### src/rtl/multicycle_ctrl_pkg.sv
// Shared constants for the multicycle 16-bit processor control FSM: opcodes, ALUOp,
// state encodings, datapath select encodings and the decoded control word.
package ctrl_pkg;

    localparam int OPW_C  = 4;
    localparam int ST_W_C = 4;

    localparam logic [OPW_C-1:0] OP_RTYPE = 4'b0000;
    localparam logic [OPW_C-1:0] OP_LW    = 4'b0001;
    localparam logic [OPW_C-1:0] OP_SW    = 4'b0010;
    localparam logic [OPW_C-1:0] OP_BEQ   = 4'b0011;
    localparam logic [OPW_C-1:0] OP_J     = 4'b0100;

    localparam logic [1:0] ALUOP_ADD   = 2'b00;
    localparam logic [1:0] ALUOP_SUB   = 2'b01;
    localparam logic [1:0] ALUOP_FUNCT = 2'b10;

    localparam logic [1:0] ASB_B      = 2'b00;
    localparam logic [1:0] ASB_TWO    = 2'b01;
    localparam logic [1:0] ASB_IMM    = 2'b10;
    localparam logic [1:0] ASB_IMM_SH = 2'b11;

    localparam logic [1:0] PCS_ALU    = 2'b00;
    localparam logic [1:0] PCS_ALUOUT = 2'b01;
    localparam logic [1:0] PCS_JUMP   = 2'b10;

    typedef enum logic [ST_W_C-1:0] {
        S_FETCH    = 4'd0,
        S_DECODE   = 4'd1,
        S_MEMADDR  = 4'd2,
        S_MEMREAD  = 4'd3,
        S_MEMWB    = 4'd4,
        S_MEMWRITE = 4'd5,
        S_EXEC     = 4'd6,
        S_RWB      = 4'd7,
        S_BRANCH   = 4'd8,
        S_JUMP     = 4'd9,
        S_ILLEGAL  = 4'd10
    } state_e;

    // gate_rdy: pc_write, ir_write and instr_done of this state wait for mem_ready
    typedef struct packed {
        logic       pc_write;
        logic       pc_write_cond;
        logic       i_or_d;
        logic       mem_read;
        logic       mem_write;
        logic       ir_write;
        logic       mem_to_reg;
        logic       reg_dst;
        logic       reg_write;
        logic       alu_src_a;
        logic [1:0] alu_src_b;
        logic [1:0] alu_op;
        logic [1:0] pc_source;
        logic       instr_done;
        logic       illegal;
        logic       gate_rdy;
    } ctrl_word_t;

endpackage

### src/rtl/multicycle_ctrl_if.sv
// Controller <-> datapath bundle: opcode/flags/mem_ready in, mux selects and strobes out.
// master = controller side, slave = datapath side.
interface multicycle_ctrl_if #(
    parameter int OPW = 4
);
    logic [OPW-1:0] opcode;
    logic           zero;
    logic           mem_ready;
    logic           pc_write;
    logic           pc_write_cond;
    logic           i_or_d;
    logic           mem_read;
    logic           mem_write;
    logic           ir_write;
    logic           mem_to_reg;
    logic           reg_dst;
    logic           reg_write;
    logic           alu_src_a;
    logic [1:0]     alu_src_b;
    logic [1:0]     alu_op;
    logic [1:0]     pc_source;
    logic           instr_done;
    logic           illegal;

    modport master (
        input  opcode, zero, mem_ready,
        output pc_write, pc_write_cond, i_or_d, mem_read, mem_write, ir_write,
               mem_to_reg, reg_dst, reg_write, alu_src_a, alu_src_b, alu_op,
               pc_source, instr_done, illegal
    );

    modport slave (
        output opcode, zero, mem_ready,
        input  pc_write, pc_write_cond, i_or_d, mem_read, mem_write, ir_write,
               mem_to_reg, reg_dst, reg_write, alu_src_a, alu_src_b, alu_op,
               pc_source, instr_done, illegal
    );
endinterface

### src/rtl/multicycle_ctrl_out_decode.sv
// Combinational Moore decode of FSM state into the datapath control word (zero latency).
// ILLEGAL is a sticky trap when CTRL_ILLEGAL_TRAP_EN is defined, otherwise a one-cycle NOP.
module ctrl_out_decode
    import ctrl_pkg::*;
(
    input  state_e     state_i,
    output ctrl_word_t word_o
);

    always_comb begin
        word_o = '0;
        case (state_i)
            S_FETCH: begin
                word_o.mem_read  = 1'b1;
                word_o.alu_src_b = ASB_TWO;
                word_o.alu_op    = ALUOP_ADD;
                word_o.pc_source = PCS_ALU;
                word_o.ir_write  = 1'b1;
                word_o.pc_write  = 1'b1;
                word_o.gate_rdy  = 1'b1;
            end
            S_DECODE: begin
                // branch target precomputed into ALUOut
                word_o.alu_src_b = ASB_IMM_SH;
                word_o.alu_op    = ALUOP_ADD;
            end
            S_MEMADDR: begin
                word_o.alu_src_a = 1'b1;
                word_o.alu_src_b = ASB_IMM;
                word_o.alu_op    = ALUOP_ADD;
            end
            S_MEMREAD: begin
                word_o.mem_read = 1'b1;
                word_o.i_or_d   = 1'b1;
            end
            S_MEMWB: begin
                word_o.reg_write  = 1'b1;
                word_o.mem_to_reg = 1'b1;
                word_o.instr_done = 1'b1;
            end
            S_MEMWRITE: begin
                word_o.mem_write  = 1'b1;
                word_o.i_or_d     = 1'b1;
                word_o.instr_done = 1'b1;
                word_o.gate_rdy   = 1'b1;
            end
            S_EXEC: begin
                word_o.alu_src_a = 1'b1;
                word_o.alu_op    = ALUOP_FUNCT;
            end
            S_RWB: begin
                word_o.reg_write  = 1'b1;
                word_o.reg_dst    = 1'b1;
                word_o.instr_done = 1'b1;
            end
            S_BRANCH: begin
                word_o.alu_src_a     = 1'b1;
                word_o.alu_op        = ALUOP_SUB;
                word_o.pc_write_cond = 1'b1;
                word_o.pc_source     = PCS_ALUOUT;
                word_o.instr_done    = 1'b1;
            end
            S_JUMP: begin
                word_o.pc_write   = 1'b1;
                word_o.pc_source  = PCS_JUMP;
                word_o.instr_done = 1'b1;
            end
            S_ILLEGAL: begin
`ifdef CTRL_ILLEGAL_TRAP_EN
                word_o.illegal    = 1'b1;
`else
                word_o.instr_done = 1'b1;
`endif
            end
            default: ;
        endcase
    end

endmodule

### src/rtl/multicycle_ctrl.sv
// Multicycle control FSM: one instruction per trip, 3-5 cycles plus one per mem_ready-low wait.
// Memory states stall on mem_ready; ILLEGAL traps when CTRL_ILLEGAL_TRAP_EN is defined.
module multicycle_ctrl
    import ctrl_pkg::*;
#(
    parameter int OPW  = OPW_C,
    parameter int ST_W = ST_W_C
) (
    input  logic               clock,
    input  logic               reset,
    multicycle_ctrl_if.master  bus
);

    logic [ST_W-1:0] state_q;
    logic [ST_W-1:0] state_d;
    state_e          cur_s;
    state_e          nxt_s;
    ctrl_word_t      w;
    logic            rdy_ok;

    assign cur_s   = state_e'(state_q);
    assign state_d = ST_W'(nxt_s);

    always_ff @(posedge clock) begin
        if (reset) state_q <= ST_W'(S_FETCH);
        else       state_q <= state_d;
    end

    always_comb begin
        nxt_s = S_FETCH;
        case (cur_s)
            S_FETCH:    nxt_s = bus.mem_ready ? S_DECODE : S_FETCH;
            S_DECODE: begin
                if      (bus.opcode == OPW'(OP_RTYPE)) nxt_s = S_EXEC;
                else if (bus.opcode == OPW'(OP_LW) ||
                         bus.opcode == OPW'(OP_SW))    nxt_s = S_MEMADDR;
                else if (bus.opcode == OPW'(OP_BEQ))   nxt_s = S_BRANCH;
                else if (bus.opcode == OPW'(OP_J))     nxt_s = S_JUMP;
                else                                   nxt_s = S_ILLEGAL;
            end
            S_MEMADDR:  nxt_s = (bus.opcode == OPW'(OP_LW)) ? S_MEMREAD : S_MEMWRITE;
            S_MEMREAD:  nxt_s = bus.mem_ready ? S_MEMWB : S_MEMREAD;
            S_MEMWB:    nxt_s = S_FETCH;
            S_MEMWRITE: nxt_s = bus.mem_ready ? S_FETCH : S_MEMWRITE;
            S_EXEC:     nxt_s = S_RWB;
            S_RWB:      nxt_s = S_FETCH;
            S_BRANCH:   nxt_s = S_FETCH;
            S_JUMP:     nxt_s = S_FETCH;
`ifdef CTRL_ILLEGAL_TRAP_EN
            S_ILLEGAL:  nxt_s = S_ILLEGAL;
`else
            S_ILLEGAL:  nxt_s = S_FETCH;
`endif
            default:    nxt_s = S_FETCH;
        endcase
    end

    ctrl_out_decode u_dec (
        .state_i (cur_s),
        .word_o  (w)
    );

    // every output is forced low while reset is held, including the mid-access case
    assign rdy_ok            = !w.gate_rdy || bus.mem_ready;
    assign bus.pc_write      = !reset && ((w.pc_write && rdy_ok) || (w.pc_write_cond && bus.zero));
    assign bus.pc_write_cond = !reset && w.pc_write_cond;
    assign bus.i_or_d        = !reset && w.i_or_d;
    assign bus.mem_read      = !reset && w.mem_read;
    assign bus.mem_write     = !reset && w.mem_write;
    assign bus.ir_write      = !reset && w.ir_write && rdy_ok;
    assign bus.mem_to_reg    = !reset && w.mem_to_reg;
    assign bus.reg_dst       = !reset && w.reg_dst;
    assign bus.reg_write     = !reset && w.reg_write;
    assign bus.alu_src_a     = !reset && w.alu_src_a;
    assign bus.alu_src_b     = reset ? 2'b00 : w.alu_src_b;
    assign bus.alu_op        = reset ? 2'b00 : w.alu_op;
    assign bus.pc_source     = reset ? 2'b00 : w.pc_source;
    assign bus.instr_done    = !reset && w.instr_done && rdy_ok;
    assign bus.illegal       = !reset && w.illegal;

endmodule
### src/flat_wrapper.sv
// flat-port wrapper written by rule: the top's interface ports become plain ports
module multicycle_ctrl_flat import ctrl_pkg::*;
#(
    parameter int OPW  = OPW_C,
    parameter int ST_W = ST_W_C
)
  (clock, reset, bus_opcode, bus_zero, bus_mem_ready, bus_pc_write, bus_pc_write_cond, bus_i_or_d, bus_mem_read, bus_mem_write, bus_ir_write, bus_mem_to_reg, bus_reg_dst, bus_reg_write, bus_alu_src_a, bus_alu_src_b, bus_alu_op, bus_pc_source, bus_instr_done, bus_illegal);
  multicycle_ctrl_if #(.OPW(OPW)) bus_i ();
  input  logic clock;
  input  logic reset;
  input wire logic [$bits(bus_i.opcode)-1:0] bus_opcode;
  input wire logic [$bits(bus_i.zero)-1:0] bus_zero;
  input wire logic [$bits(bus_i.mem_ready)-1:0] bus_mem_ready;
  output wire logic [$bits(bus_i.pc_write)-1:0] bus_pc_write;
  output wire logic [$bits(bus_i.pc_write_cond)-1:0] bus_pc_write_cond;
  output wire logic [$bits(bus_i.i_or_d)-1:0] bus_i_or_d;
  output wire logic [$bits(bus_i.mem_read)-1:0] bus_mem_read;
  output wire logic [$bits(bus_i.mem_write)-1:0] bus_mem_write;
  output wire logic [$bits(bus_i.ir_write)-1:0] bus_ir_write;
  output wire logic [$bits(bus_i.mem_to_reg)-1:0] bus_mem_to_reg;
  output wire logic [$bits(bus_i.reg_dst)-1:0] bus_reg_dst;
  output wire logic [$bits(bus_i.reg_write)-1:0] bus_reg_write;
  output wire logic [$bits(bus_i.alu_src_a)-1:0] bus_alu_src_a;
  output wire logic [$bits(bus_i.alu_src_b)-1:0] bus_alu_src_b;
  output wire logic [$bits(bus_i.alu_op)-1:0] bus_alu_op;
  output wire logic [$bits(bus_i.pc_source)-1:0] bus_pc_source;
  output wire logic [$bits(bus_i.instr_done)-1:0] bus_instr_done;
  output wire logic [$bits(bus_i.illegal)-1:0] bus_illegal;
  assign bus_i.opcode = bus_opcode;
  assign bus_i.zero = bus_zero;
  assign bus_i.mem_ready = bus_mem_ready;
  assign bus_pc_write = bus_i.pc_write;
  assign bus_pc_write_cond = bus_i.pc_write_cond;
  assign bus_i_or_d = bus_i.i_or_d;
  assign bus_mem_read = bus_i.mem_read;
  assign bus_mem_write = bus_i.mem_write;
  assign bus_ir_write = bus_i.ir_write;
  assign bus_mem_to_reg = bus_i.mem_to_reg;
  assign bus_reg_dst = bus_i.reg_dst;
  assign bus_reg_write = bus_i.reg_write;
  assign bus_alu_src_a = bus_i.alu_src_a;
  assign bus_alu_src_b = bus_i.alu_src_b;
  assign bus_alu_op = bus_i.alu_op;
  assign bus_pc_source = bus_i.pc_source;
  assign bus_instr_done = bus_i.instr_done;
  assign bus_illegal = bus_i.illegal;
  multicycle_ctrl #(.OPW(OPW), .ST_W(ST_W)) u_core (.clock(clock), .reset(reset), .bus(bus_i));
endmodule
### config.mk
export PLATFORM = sky130hd
export DESIGN_NAME = multicycle_ctrl_flat
export DESIGN_NICKNAME = d
export VERILOG_FILES = /design/src/rtl/multicycle_ctrl_pkg.sv /design/src/rtl/multicycle_ctrl_if.sv /design/src/rtl/multicycle_ctrl_out_decode.sv /design/src/rtl/multicycle_ctrl.sv /design/src/flat_wrapper.sv
export SDC_FILE = /design/constraint.sdc
export NUM_CORES = 1
export LEC_CHECK = 0
export ABC_AREA = 1
export BUFFER_PORTS_ARGS = -buffer_cell sky130_fd_sc_hd__buf_2
export CORE_MARGIN = 3
export CORE_UTILIZATION = 50
export DETAILED_ROUTE_END_ITERATION = 10
export PLACE_DENSITY = 0.81
export SYNTH_ARGS = -nofsm -noshare
export SYNTH_HDL_FRONTEND = slang
export SYNTH_HIERARCHICAL = 1
export SYNTH_SLANG_ARGS = --single-unit
export TNS_END_PERCENT = 30
### constraint.sdc
create_clock -name clock -period 2 [get_ports clock]
set_input_delay 0.3 -clock clock [delete_from_list [all_inputs] [get_ports clock]]
set_output_delay 0.3 -clock clock [all_outputs]
set_load 0.03 [all_outputs]
==> results of run 1 <==
==> worst paths after layout <==
path,slack [ns],endpoint,cells after the start
max,0.17,bus_pc_write,7
min,0.37,u_core/cur_s[3],3
min reg2reg,0.64,u_core/cur_s[0],3
max reg2reg,0.83,u_core/cur_s[2],7
==> kinds of logic (layout without fill, tap and decap cells) <==
kind of cell           Yosys count  after routing  share of synthesized area
AND/OR/NAND/NOR                 91             91                      0.563
buffers and inverters           44             67                      0.261
AO/OA/AOI/OAI                    5              5                     0.0504
flip-flops                       4              4                      0.119
other                            1              1                    0.00559
==> layer usage <==
metal,vias to the layer above,share of wire
met5,-,0
met4,0,0.018
met3,5,0.059
met2,22,0.48
met1,364,0.44
li1,458,-
==> critical path, stage by stage (launching register included) <==
cell and delay [ns]:
dfxtp_1 0.40, nor2_1 0.23, nand2_2 0.12, nand2_1 0.08
nand2_1 0.08, a22oi_1 0.15, nor2_1 0.05, buf_2 0.18
==> stage by stage <==
step | power (mW) | utilization | instance area, sq um | hold slack, ns | setup slack [ns]
after global routing | 0.418 | 0.684 | 811 | 0.389 | 0.00755
after global placement | 0.282 | 0.660 | 783 | 0.619 | 0.445
after CTS | 0.388 | 0.679 | 806 | 0.367 | 0.127
final | 0.385 | 0.684 | 811 | 0.366 | 0.174
after floorplan | 0.244 | - | 671 | 0.362 | 0.347
after detailed placement | 0.286 | 0.660 | 783 | 0.617 | 0.380
==> area by class of cell <==
cell class                      count  area (sq um)  share of cell area
Timing Repair Buffer               24           120               0.148
Clock buffer                        3          22.5              0.0278
Multi-Input combinational cell     97           418               0.515
Sequential cell                     4          82.6               0.102
Tap cell                           14          17.5              0.0216
Inverter                           40           150               0.185
==> placed cells by master, fill, tap and decap left out <==
cell	n
nand2_2	3
nand4_1	2
dfxtp_2	2
conb_1	1
clkbuf_4	3
nor2_1	37
inv_1	35
a21oi_2	1
a22oi_1	1
buf_2	24
nand2_1	38
o21ai_0	1
inv_2	5
o21ai_1	1
nor2_2	5
dfxtp_1	2
nor2_4	1
a211oi_1	1
nand3_1	5
==> power groups by stage <==
stage | clock (mW) | combinational, mW | sequential (mW)
3_5_place_dp | 0 | 0.188 | 0.0983
5_1_grt | 0.106 | 0.211 | 0.0999
3_3_place_gp | 0 | 0.185 | 0.0975
2_1_floorplan | 0 | 0.148 | 0.0960
6_report | 0.0985 | 0.188 | 0.0984
4_1_cts | 0.103 | 0.188 | 0.0970
==> repair_timing <==
item | in CTS | in global routing
gates resized for setup | 0 | 3
hold buffers | 0 | 0
endpoints found under the setup margin | 0 | 1
endpoints found under the hold margin | 0 | 0
setup buffers | 0 | 0
==> results.toml, run 1 <==
[synth]
syn_area_sq_um = 671
synth_ff_type = "dfxtp_1"
synthTopCellsByCount = "nand2_1, nor2_1, inv_1"
ys_types = 18
ys_ff_latch = 4
avgSynthCellArea_sq_um = 4.63
syn_inst = 145
synthTopCellsByArea = "nand2_1, nor2_1, inv_1, dfxtp_1, nand3_1"
ys_warn_count = 6
yosys.area.top_type = "nand2_1"
seq_area_frac_synth = 0.119
syn_nets = 153
synth_top_area_frac = 0.213
synth_edf_count = 0
async_reset_ff_frac = 0

[place]
dp_cells = 179
hpwlAfterDp_um = 1240
port_buffers = 24
gp_congestion = 0.881

[clocking]
cts_buffers = 3
cts_tree = "yes"
clk_latency_ns = 0.24
clk_pin_slew_worst_paths_ns = 0.04
clock-sinks = 4
htreeDepth = 1
cts_max_path_buffers = 2
ctsRootBufferMaster = "clkbuf_4"

[grt]
grt.busiest_layer = "met2"
grt_usage = 0.182
grt_max_degree = 23
met2_usage = 0.308
use_met3 = 0.0258
antenna_found_initial = 0
grt_overflow = 0
grt_pass1_vias = 675
grt_pass1_wl_um = 2570
gr-usage-met1 = 0.219

[final_layout]
fill_cells = 128
fin_cells = 182
antenna-diode-count = 0
largest_reg_flops = 4
syn_to_final_growth_pct = 20.9
nNetsFinal = 178
drive_above_1_share = 0.262

[sta]
relSlewSlack = 0.634
rsz0062_at_grt = "no"
clock.fmax_mhz = 548
fin_crit_ns = 1.83
drv_slew = 0
setup_tns_ns = 0
hold_viol = 0
setup_viol = 0
post-route-period-util = 0.913
tightest_slew_ns = 0.547
finalClockSkew_ns = 0.00564

[power_and_ir_drop]
power_density_nw_per_um2 = 475
p_int_uw = 212
vdd.ir_drop.worst_mv = 0.283
sw_frac_of_total = 0.451
combPwrFrac = 0.488
p_leak_nw = 0.521
clkPwrFrac = 0.256
seqPwrFrac = 0.256
switchingPower_uw = 174

[critical_path]
critPathKind = "reg -> out"
endpoint_kind = "primary output"
cp.arrival_ns = 1.53
crit_fanout = 10
rr_startpoint = "u_core/cur_s[1]"
cp-start-kind = "flop"
cp.required_ns = 1.70
startpoint = "u_core/cur_s[1]"

[routing]
wire_per_inst_um = 8.24
first_pass_iters = 4
drt-initial-drc-count = 12
antenna_left = 0
drc = 0
vias = 849
vias_per_cell = 4.66
totalWireLength_um = 1500

[min_path]
hold_class = "in -> reg"
min_from = "bus_opcode[0]"

[die]
rows = 12
fp.dieW_um = 42.6
start_util = 0.565
chipHeight_um = 42.6
io_pins = 26
dieArea_sq_um = 1820
coreArea_sq_um = 1190

[run_status]
status = "finished clean"

[job]
drv_cap = 0
Note: power is estimated with default switching activity, not from simulation.
==> inputs of run 2 (changes only) <==
- PLACE_DENSITY: 0.81 -> unset
- PLACE_DENSITY_LB_ADDON: unset -> 0.3
- RECOVER_POWER: unset -> 100
==> results.toml, run 2 (synthesis results as in run 1) <==
[sta]
setup_ws_ns = 0.157
clock.fmax_mhz = 543
tightest_slew_ns = 0.542
fin_crit_ns = 1.84
setup_tns_ns = 0
setup_viol = 0
finalClockSkew_ns = 0.00112
hold_viol = 0
post-route-period-util = 0.922
relSlewSlack = 0.637
drv_slew = 0
rsz0062_at_grt = "no"

[final_layout]
syn_to_final_growth_pct = 19.0
drive_above_1_share = 0.202
antenna-diode-count = 0
largest_reg_flops = 4
nNetsFinal = 178
layout_common_cells = "nand2_1, nor2_1, inv_1"
mostFrequentLayoutCell = "nand2_1"

[critical_path]
cp-start-kind = "flop"
endpoint_kind = "primary output"
rr_startpoint = "u_core/cur_s[1]"
cp.required_ns = 1.70
cp.arrival_ns = 1.54
crit_fanout = 5
critPathKind = "reg -> out"
r2r-end = "u_core/cur_s[2]"
rrSetupSlack_ns = 0.75
ff2ff_path_depth = 7

[clocking]
clock-sinks = 4
cts_tree = "yes"
htreeDepth = 1
cts_max_path_buffers = 2
ctsRootBufferMaster = "clkbuf_4"
cts_buffers = 3
ctsHoldBuffers = 0
clk_pin_slew_worst_paths_ns = 0.04
clk_latency_ns = 0.23

[routing]
vias = 807
first_pass_iters = 4
drc = 0
wire_per_inst_um = 8.49
antenna_left = 0
totalWireLength_um = 1550
vias_per_cell = 4.43
drt-initial-drc-count = 14

[place]
port_buffers = 24
post-place-ws_ns = 0.360
hpwlAfterDp_um = 1300
gp_congestion = 0.881

[grt]
grt_overflow = 0
grt_pass1_vias = 654
grt_usage = 0.178
antenna_found_initial = 0
grt_max_degree = 23
grt_pass1_wl_um = 2630

[power_and_ir_drop]
p_leak_nw = 0.490
power_density_nw_per_um2 = 477
vdd.ir_drop.worst_mv = 0.305

[min_path]
holdPathStages = 3
min_from = "bus_opcode[0]"
hold_class = "in -> reg"
holdPathEnd = "u_core/cur_s[3]"

[die]
chipHeight_um = 42.6
coreArea_sq_um = 1190
dieArea_sq_um = 1820
start_util = 0.565
fp.dieW_um = 42.6
rows = 12
io_pins = 26

[job]
drv_cap = 0

[run_status]
status = "finished clean"
## run 2: cell count changes in the layout (fill, tap and decap cells not counted), sizes merged
cell,previous run,this run
buf,24,9
clkbuf,3,18
## run 2: final cells by class
class / count / area (sq um)
Fill cell: 134 / 388
Tap cell: 14 / 17.5
Multi-Input combinational cell: 97 / 413
Clock buffer: 3 / 22.5
Timing Repair Buffer: 24 / 113
Inverter: 40 / 150
Sequential cell: 4 / 82.6
## run 2: worst max-delay path, stage by stage (launching register included)
cell and delay [ns]:
dfxtp_1 0.40, inv_1 0.07, nor2_2 0.15, inv_1 0.11
nor2_1 0.11, inv_1 0.05, nor2_1 0.10, clkbuf_1 0.32
## run 2: report_power, final
part | internal, mW | total, mW | leakage [nW] | switching, mW
clock | 0.0670 | 0.0979 | 0.0138 | 0.0309
sequential | 0.0865 | 0.0981 | 0.0335 | 0.0117
combinational | 0.0555 | 0.185 | 0.443 | 0.129
## run 2: per-layer routing
| metal | global-route usage | up-vias | share of wire |
|---|---|---|---|
| met5 | 0 | - | 0 |
| met4 | 0.0373 | 0 | 0 |
| met3 | 0.0258 | 0 | 0.047 |
| met2 | 0.302 | 19 | 0.47 |
| met1 | 0.232 | 332 | 0.48 |
| li1 | - | 456 | - |
## run 2: worst max-delay path by stage
stage / from / end / slack [ns] / depth (start not counted)
2_1_floorplan: u_core/cur_s[3] / bus_pc_write / 0.35 / 7
3_3_place_gp: u_core/cur_s[3] / bus_pc_write / 0.41 / 7
3_5_place_dp: u_core/cur_s[3] / bus_pc_write / 0.36 / 7
4_1_cts: u_core/cur_s[3] / bus_pc_write / 0.11 / 7
5_1_grt: u_core/cur_s[1] / bus_pc_write / 0.02 / 7
6_report: u_core/cur_s[2] / bus_reg_write / 0.16 / 7
## run 2: timing repair
action                     4_1_cts  5_1_grt
resized for setup                0        2
setup endpoints to repair        0        2
buffers inserted                 0        0
## run 2: metrics by stage
step           instances  total power, mW  area (sq um)   util  hold WS [ns]
6_report             182            0.381           798  0.673         0.382
3_3_place_gp         179            0.281           783  0.660         0.619
2_1_floorplan        145            0.244           671      -         0.362
3_5_place_dp         179            0.285           783  0.660         0.620
5_1_grt              182            0.419           798  0.673         0.401
4_1_cts              182            0.388           806  0.679         0.379
